--- src/rtl/mc_eject_unit_pkg.sv ---
// Shared destination-list definitions for the multicast eject path.
// Holds the global destination-list width, the per-port field masks and a
// small helper used to test whether a list selects any port under a mask.
package mc_eject_unit_pkg;

  localparam int unsigned DST_LIST_WIDTH = 15;
  localparam int unsigned NUM_PORT       = 5;

  typedef logic [DST_LIST_WIDTH-1:0] dst_list_t;

  // Three destination bits per port: N, E, S, W, then the local field on top.
  localparam dst_list_t N_MASK = 15'h0007;
  localparam dst_list_t E_MASK = 15'h0038;
  localparam dst_list_t S_MASK = 15'h01C0;
  localparam dst_list_t W_MASK = 15'h0E00;
  localparam dst_list_t L_MASK = 15'h7000;

  function automatic logic dst_hits(input dst_list_t dst, input dst_list_t mask);
    return |(dst & mask);
  endfunction

endpackage

--- src/rtl/mc_eject_fifo.sv ---
// Circular-buffer ejection FIFO.
// Ports: clk/rst_n (async active-low), push/push_data write the tail,
// pop removes the head, head is the oldest entry, full/empty/count status.
// A push while full is honoured only if a pop happens in the same cycle;
// a pop while empty is ignored. No fall-through: a push into an empty FIFO
// becomes visible on head the following cycle.
module mc_eject_fifo #(
  parameter int unsigned FLIT_W   = 64,
  parameter int unsigned EJ_DEPTH = 4
) (
  input  logic                        clk,
  input  logic                        rst_n,
  input  logic                        push,
  input  logic [FLIT_W-1:0]           push_data,
  input  logic                        pop,
  output logic [FLIT_W-1:0]           head,
  output logic                        full,
  output logic                        empty,
  output logic [$clog2(EJ_DEPTH):0]   count
);

  localparam int unsigned AW = $clog2(EJ_DEPTH);

  logic [FLIT_W-1:0] mem_q [EJ_DEPTH];
  logic [AW-1:0]     wr_ptr_q, rd_ptr_q;
  logic [AW:0]       count_q;
  logic              do_push, do_pop;

  assign full    = (count_q == EJ_DEPTH[AW:0]);
  assign empty   = (count_q == '0);
  assign do_pop  = pop & ~empty;
  assign do_push = push & (~full | do_pop);
  assign head    = mem_q[rd_ptr_q];
  assign count   = count_q;

  // Pointers are AW bits wide, so power-of-two depth wraps for free.
  always_ff @(posedge clk or negedge rst_n) begin
    if (!rst_n) begin
      for (int i = 0; i < int'(EJ_DEPTH); i++) mem_q[i] <= '0;
      wr_ptr_q <= '0;
      rd_ptr_q <= '0;
      count_q  <= '0;
    end else begin
      if (do_push) begin
        mem_q[wr_ptr_q] <= push_data;
        wr_ptr_q        <= wr_ptr_q + 1'b1;
      end
      if (do_pop) rd_ptr_q <= rd_ptr_q + 1'b1;
      unique case ({do_push, do_pop})
        2'b10:   count_q <= count_q + 1'b1;
        2'b01:   count_q <= count_q - 1'b1;
        default: count_q <= count_q;
      endcase
    end
  end

endmodule

--- src/rtl/mc_eject_unit.sv ---
// Multicast eject unit: splits an incoming flit into at most one local
// delivery (ejection FIFO) and at most one onward flit (forward register).
// Ports:
//   clk, rst_n                       clock, async active-low reset
//   in_valid/in_ready/in_flit/in_dst input flit with destination list
//   fwd_valid/fwd_ready/fwd_flit/fwd_dst  registered onward flit, L field cleared
//   ej_valid/ej_ready/ej_flit/ej_count    ejection FIFO head and occupancy
//   ej_total                         saturating count of ejected flits
//   err_null_dst                     pulse after accepting an empty list
module mc_eject_unit #(
  parameter int unsigned FLIT_W                    = 64,
  parameter int unsigned DST_LIST_WIDTH            = mc_eject_unit_pkg::DST_LIST_WIDTH,
  parameter logic [DST_LIST_WIDTH-1:0] L_MASK      = mc_eject_unit_pkg::L_MASK,
  parameter int unsigned EJ_DEPTH                  = 4,
  parameter int unsigned CNT_W                     = 16
) (
  input  logic                        clk,
  input  logic                        rst_n,
  input  logic                        in_valid,
  output logic                        in_ready,
  input  logic [FLIT_W-1:0]           in_flit,
  input  logic [DST_LIST_WIDTH-1:0]   in_dst,
  output logic                        fwd_valid,
  input  logic                        fwd_ready,
  output logic [FLIT_W-1:0]           fwd_flit,
  output logic [DST_LIST_WIDTH-1:0]   fwd_dst,
  output logic                        ej_valid,
  input  logic                        ej_ready,
  output logic [FLIT_W-1:0]           ej_flit,
  output logic [$clog2(EJ_DEPTH):0]   ej_count,
  output logic [CNT_W-1:0]            ej_total,
  output logic                        err_null_dst
);

  import mc_eject_unit_pkg::*;

  logic                      need_ej, need_fwd;
  logic [DST_LIST_WIDTH-1:0] rem;
  logic                      ej_full, ej_empty, ej_pop, ej_push;
  logic                      ej_ok, fwd_ok, accept;

  logic                      fwd_valid_q;
  logic [FLIT_W-1:0]         fwd_flit_q;
  logic [DST_LIST_WIDTH-1:0] fwd_dst_q;
  logic [CNT_W-1:0]          ej_total_q;
  logic                      err_null_q;

  assign need_ej  = dst_hits(in_dst, L_MASK);
  assign rem      = in_dst & ~L_MASK;
  assign need_fwd = |rem;

  // A full FIFO still has room when its head leaves this cycle.
  assign ej_pop   = ej_valid & ej_ready;
  assign ej_ok    = ~ej_full | ej_pop;
  assign fwd_ok   = ~fwd_valid_q | fwd_ready;

  // Both resources must be available before anything is taken.
  assign in_ready = (~need_ej | ej_ok) & (~need_fwd | fwd_ok);
  assign accept   = in_valid & in_ready;
  assign ej_push  = accept & need_ej;

  mc_eject_fifo #(
    .FLIT_W   (FLIT_W),
    .EJ_DEPTH (EJ_DEPTH)
  ) u_fifo (
    .clk       (clk),
    .rst_n     (rst_n),
    .push      (ej_push),
    .push_data (in_flit),
    .pop       (ej_pop),
    .head      (ej_flit),
    .full      (ej_full),
    .empty     (ej_empty),
    .count     (ej_count)
  );

  assign ej_valid = ~ej_empty;

  always_ff @(posedge clk or negedge rst_n) begin
    if (!rst_n) begin
      fwd_valid_q <= 1'b0;
      fwd_flit_q  <= '0;
      fwd_dst_q   <= '0;
      ej_total_q  <= '0;
      err_null_q  <= 1'b0;
    end else begin
      // A new load takes priority over a drain, giving back-to-back forwards.
      if (accept && need_fwd) begin
        fwd_valid_q <= 1'b1;
        fwd_flit_q  <= in_flit;
        fwd_dst_q   <= rem;
      end else if (fwd_valid_q && fwd_ready) begin
        fwd_valid_q <= 1'b0;
      end
      if (ej_push && (ej_total_q != '1)) ej_total_q <= ej_total_q + 1'b1;
      err_null_q <= accept & (in_dst == '0);
    end
  end

  assign fwd_valid    = fwd_valid_q;
  assign fwd_flit     = fwd_flit_q;
  assign fwd_dst      = fwd_dst_q;
  assign ej_total     = ej_total_q;
  assign err_null_dst = err_null_q;

endmodule

--- config.mk ---
export PLATFORM = sky130hd
export DESIGN_NAME = mc_eject_unit
export DESIGN_NICKNAME = d
export VERILOG_FILES = /design/src/rtl/mc_eject_unit_pkg.sv /design/src/rtl/mc_eject_fifo.sv /design/src/rtl/mc_eject_unit.sv
export SDC_FILE = /design/constraint.sdc
export NUM_CORES = 1
export LEC_CHECK = 0
export ABC_AREA = 1
export BUFFER_PORTS_ARGS = -buffer_cell sky130_fd_sc_hd__buf_2
export CAP_MARGIN = 20
export CORE_MARGIN = 2
export CORE_UTILIZATION = 25
export CTS_BUF_LIST = sky130_fd_sc_hd__clkbuf_8
export DETAILED_ROUTE_END_ITERATION = 8
export PLACE_DENSITY = 0.42
export SLEW_MARGIN = 10
export SYNTH_ARGS = -nofsm -noshare
export SYNTH_HDL_FRONTEND = slang
export SYNTH_SLANG_ARGS = --single-unit
--- constraint.sdc ---
create_clock -name clk -period 4.75 [get_ports clk]
set_input_delay 0.95 -clock clk [delete_from_list [all_inputs] [get_ports clk]]
set_output_delay 0.95 -clock clk [all_outputs]
set_load 0.02 [all_outputs]
-- After elaboration in Yosys (flattened, before gate mapping)
Cells that the tools add are included.
- bitwise gates (word level): 19
- reduce and logical (&&, ||, !) cells: 10
- eq/ne operators: 4
- mux-type cells: 9
- add/sub/neg operators: 5
- order comparisons: 3
- operator list (cell ; count):
    256-bit bitwise mux ; 1
    64-bit two-way mux ; 3
    64-bit binary-select mux with 2-bit select ; 1
    64-bit demux with 2-bit select ; 1
    16-bit by 1-bit adder with 16-bit output (second input constant) ; 1
    16-bit != test (second input constant) ; 1
    15-bit zero test ; 1
    12-bit OR reduction ; 1
    1-bit bitwise AND ; 7
    3-bit >= comparator (second input constant) ; 2
    2-bit inverter with 3-bit output ; 2
    3-bit one-hot mux with 2 select lines ; 1
    1-bit inverter ; 5
    1-bit OR ; 5
    2-bit by 1-bit adder with 2-bit output (second input constant) ; 2
    1-bit logical AND ; 4
    2-bit nonzero test ; 2
    3-bit by 1-bit adder with 3-bit output (second input constant) ; 1
    3-bit equality test (second input constant) ; 1
    3-bit zero test ; 1
    3-bit by 1-bit < comparator with 1-bit output (second input constant) ; 1
    3-bit OR reduction ; 1
    3-bit by 1-bit subtractor with 3-bit output (second input constant) ; 1
    2-bit by 1-bit equality test with 1-bit output (second input constant) ; 1
    other kinds (2) ; 3
- register bits: 357
- word-level logic and storage cells: 62

-- Longest topological paths before layout
- depth after elaboration: 11
- mapped depth: 13

-- Hierarchy
A second synthesis with hierarchy kept.
- cell total of the unflattened synthesis: 2048
- area total of the unflattened synthesis: 17033.8 um2
- modules (own cells, without submodules) (module ; sequential area each (um2) ; cells an instance ; area each (um2) ; times used):
    mc_eject_fifo ; 6581.3 ; 1547 ; 12817.3 ; 1
    mc_eject_unit ; 2352.3 ; 501 ; 4216.5 ; 1

-- Least setup slack after synthesis
OpenSTA, ideal clock, no wires.
- path kind: input -> register
- start point: input port in_dst[13]
- end point: register u_fifo.count_q[2], in the netlist u_fifo.count[2]
- buffers on the path: 1
- stages: 11
- setup slack: 1.988 ns
- library setup time: 0.131 ns
- arrival time: 2.631 ns
- cells stage by stage: nor2_1 -> nand2_1 -> nand4_1 -> nand4_2 -> buf_2 -> ha_1 -> inv_1 -> fa_1 -> a21oi_1 -> o21ai_0 -> xor2_1
- word-level cells in the longest chain between the ends: 9
- elaborated cells on any way between the ends: 11
- RTL lines (element ; RTL line ; text):
    from (decl) ; mc_eject_unit.sv:22 ; input logic [DST_LIST_WIDTH-1:0] in_dst,
    3-bit OR reduction (*) ; mc_eject_unit_pkg.sv:19 ; return |(dst & mask);
    1-bit inverter ; mc_eject_unit.sv:58 ; assign in_ready = (~need_ej | ej_ok) & (~need_fwd | fwd_ok);
    1-bit OR ; mc_eject_unit.sv:58 ;
    1-bit bitwise AND ; mc_eject_unit.sv:58 ;
    1-bit bitwise AND ; mc_eject_unit.sv:59 ; assign accept = in_valid & in_ready;
    1-bit bitwise AND (*) ; mc_eject_unit.sv:60 ; assign ej_push = accept & need_ej;
    1-bit bitwise AND (*) ; mc_eject_fifo.sv:32 ; assign do_push = push & (~full | do_pop);
    2-bit by 1-bit equality test with 1-bit output or 2-bit equality test (tied branches) ; mc_eject_fifo.sv:49 ; unique case ({do_push, do_pop})
    3-bit one-hot mux with 2 select lines or 2-bit nonzero test (tied branches) ; - ;
    to (signal assigned) ; mc_eject_fifo.sv:50 ; 2'b10: count_q <= count_q + 1'b1;
    to (signal assigned) ; mc_eject_fifo.sv:51 ; 2'b01: count_q <= count_q - 1'b1;
    to (signal assigned) ; mc_eject_fifo.sv:52 ; default: count_q <= count_q;
    to (decl) ; mc_eject_fifo.sv:26 ; logic [AW:0] count_q;
Every way passes the cells marked *; elsewhere a longest branch is shown, timed or not.
A chain may end at the register's enable or synchronous reset.

-- Final worst setup path
- start point: register u_fifo.rd_ptr_q[0]
- end point: output port ej_flit[43]
- word-level cells in the longest chain between the ends: 4
- RTL lines (element ; RTL line ; text):
    from (decl) ; mc_eject_fifo.sv:25 ; logic [AW-1:0] wr_ptr_q, rd_ptr_q;
    from (signal assigned) ; mc_eject_fifo.sv:48 ; if (do_pop) rd_ptr_q <= rd_ptr_q + 1'b1;
    2-bit inverter with 3-bit output (not written as such) ; mc_eject_fifo.sv:33 ; assign head = mem_q[rd_ptr_q];
    64-bit binary-select mux with 2-bit select ; mc_eject_fifo.sv:33 ;
    64-bit two-way mux (not written as such) (2 in series) ; mc_eject_fifo.sv:33 ;
    to (decl) ; mc_eject_unit.sv:29 ; output logic [FLIT_W-1:0] ej_flit,
No other way between the ends. The select of a mux whose other input is x is not followed.

==> results_dict.tcl <==
set metrics [dict create \
    synth_adder_area_share_pct 0.510 \
    avgSynthCellArea_um2 8.18 \
    ys_warn_count 0 \
    cts_inserted_buffers 74 \
    synth_edf_count 0 \
    crit_path_cell_trace "inv_6, buf_12, a21oi_1, a21oi_1, buf_2" \
    die-area_um2 76800 \
    drc 0 \
    end_kind "primary output" \
    post-cts-setup-buffer-count 0 \
    clock.fmax_ghz 0.257 \
    dr_total_vias 15757 \
    path_class "register to primary output" \
    slew_headroom_pct 26.5 \
    irDropWorstVdd_mv 0.336 \
    cts_max_level 3 \
    status "completed" \
    final_common_cell "nand2_1" \
    clock-sinks 357 \
    p_leak_nw 11.1 \
    ys_types 31 \
    synth.area.mux_share_pct 0 \
    area_delta_synth_final_pct 17.5 \
    worstPathRequired_ps 3800 \
    synthArstFlopShare_pct 100 \
    ioPinCount 250 \
    cap_violations 0 \
    die_w_um 277 \
    setup_tns_ps 0 \
    power_density_nw_per_um2 734 \
    arrival_ps 2950 \
    hold_viol_final 0 \
    pre_cts_ws_ps 1450 \
    maxSlewViolCount 0 \
    place.gp.congestion 0.742 \
    crit_path_top_delay_cell "inv_6" \
    synth_flop_cell "dfrtp_1" \
    holdBufCountCts 0 \
    antenna_found_initial 6 \
    path_clk_slew_ps 50 \
    power_mw 16.1 \
    clock_latency_ps 650 \
    worst-path-max-fanout 99 \
    cts_tree "built" \
    drtIter0Drc 808 \
    die_h_um 277 \
    path_common_cell "a21oi_1" \
    synth_top_family_by_area "compound AO/OA/AOI/OAI gates" \
    hp-class "input port to asynchronous set/reset pin" \
    rr_worst_depth 6 \
    layout_setup_ws_ps 853 \
    numPortBuffers 246 \
    timing.final.crit_share_pct 82.0 \
    cp_slowest_stage_delay_ps 670 \
    grt-ovfl-total 0 \
    track_usage_pct 16.2 \
    num_rows 100 \
    tightest_slew_ps 1100 \
    synth_compound_area_share_pct 20.0 \
    hpwl_um 34800 \
    ys_ff_latch 357 \
    start_util_pct 25.1 \
    cts.path.max_buffers 3 \
    wire_per_inst_um 18.0 \
    ant_nets 0 \
    grt_max_degree 150 \
    most-common-layout-cells "nand2_1 (431), inv_1 (384), dfrtp_1 (356)" \
    syn_area_um2 18600 \
    grt_first_pass_wirelength_um 97800 \
    clock_skew_ps 20.6 \
    cts-root-buf "clkbuf_8" \
    first_pass_iters 5 \
    grt_pass1_vias 16137 \
    yosys.area_share.simple_pct 17.5 \
    setup-violations-final 0 \
    synth_xor_area_share_pct 0.799 \
    cts_resized 0 \
    syn-instance-count 2280 \
    cp-start-kind "register" \
    via_per_inst 4.53 \
    yosysSeqAreaShare_pct 47.9 \
    period_needed_ps 3900 \
    wirelength_um 62500 \
    drive_above_1_share_pct 15.9 \
    core_um2 74200 \
    rsz0062_at_grt "false" \
    nets 2548 \
]
## per-stage QoR
step | hold slack, ps | std cells | instance area, um2 | util (%)
final | 353 | 3480 | 21900 | 29.5
after global routing | 408 | 3478 | 21900 | 29.5
after CTS | 333 | 3477 | 21900 | 29.5
after detailed placement | 467 | 3350 | 20500 | 27.6
after global placement | 463 | 3348 | 20400 | 27.5
after floorplan | 442 | 2282 | 18700 | -
## sequential cells by signal, summed over array words and instances (netlist names)
register         count
fwd_dst             12
ej_total            16
u_fifo.mem_q       256
u_fifo.rd_ptr_q      2
fwd_valid            1
u_fifo.count         3
fwd_flit            64
u_fifo.wr_ptr_q      2
err_null_dst         1
## worst max-delay path, delay by kind of cell (launching register included)
family,cells,cell delay [ps]
flip-flops,1,660
buffers and inverters,3,1220
AO/OA/AOI/OAI,2,350
## cells by family after synthesis
| kind of cell | Yosys count |
|---|---|
| AO/OA/AOI/OAI | 609 |
| other | 1 |
| flip-flops | 357 |
| AND/OR/NAND/NOR | 746 |
| XOR/XNOR | 17 |
| adder cells (fa/ha/maj) | 7 |
| buffers and inverters | 543 |
## cells in the mapped netlist, types with 2 or more instances
library cell	n	area (um2)
buf_4	13	97.6
nand3_1	277	1390
nand4_2	2	25.0
buf_1	27	101
dfrtp_1	357	8930
nor3_2	2	20.0
o21bai_1	272	2040
buf_2	26	130
inv_1	363	1360
nand2_1	431	1620
nor3_1	5	25.0
o21ai_0	144	721
a21oi_1	193	966
ha_1	6	75.1
nand4_1	2	12.5
clkbuf_1	62	233
buf_6	46	518
nor2_1	20	75.1
xor2_1	16	140
inv_2	5	18.8
## layout make-up
type	count	area, um2
Antenna cell	3	7.51
Clock buffer	95	1310
Clock inverter	32	150
Fill cell	7875	52300
Inverter	368	1390
Multi-Input combinational cell	1382	7310
Sequential cell	357	8940
Tap cell	969	1210
Timing Repair Buffer	274	1600
## power by group
part           internal [mW]  switching, mW
registers               4.40          0.744
logic                   2.46           5.25
clock network           1.78           1.46
total                   8.64           7.45
## layer usage
metal	global-route usage [%]	up-vias	wire length (um)	share of wire (%)
li1	-	7659	-	-
met3	3.01	99	3180	5.1
met4	5.80	6	1570	2.5
met1	20.8	7618	27600	44
met2	27.3	375	30000	48
met5	0	-	42	0.067
## path summary, 6_finish.rpt
kind	endpoint	start	slack (ps)
min in group clk	fwd_flit[35]	fwd_flit[35]	470
min	u_fifo.mem_q[114]	rst_n	350
max in group asynchronous	fwd_flit[8]	rst_n	3330
max	ej_flit[43]	u_fifo.rd_ptr_q[0]	850
max reg2reg	fwd_flit[26]	u_fifo.count[0]	2340
min reg2reg	fwd_flit[35]	fwd_flit[35]	470
No activity file was read; power rests on OpenSTA's default activity.
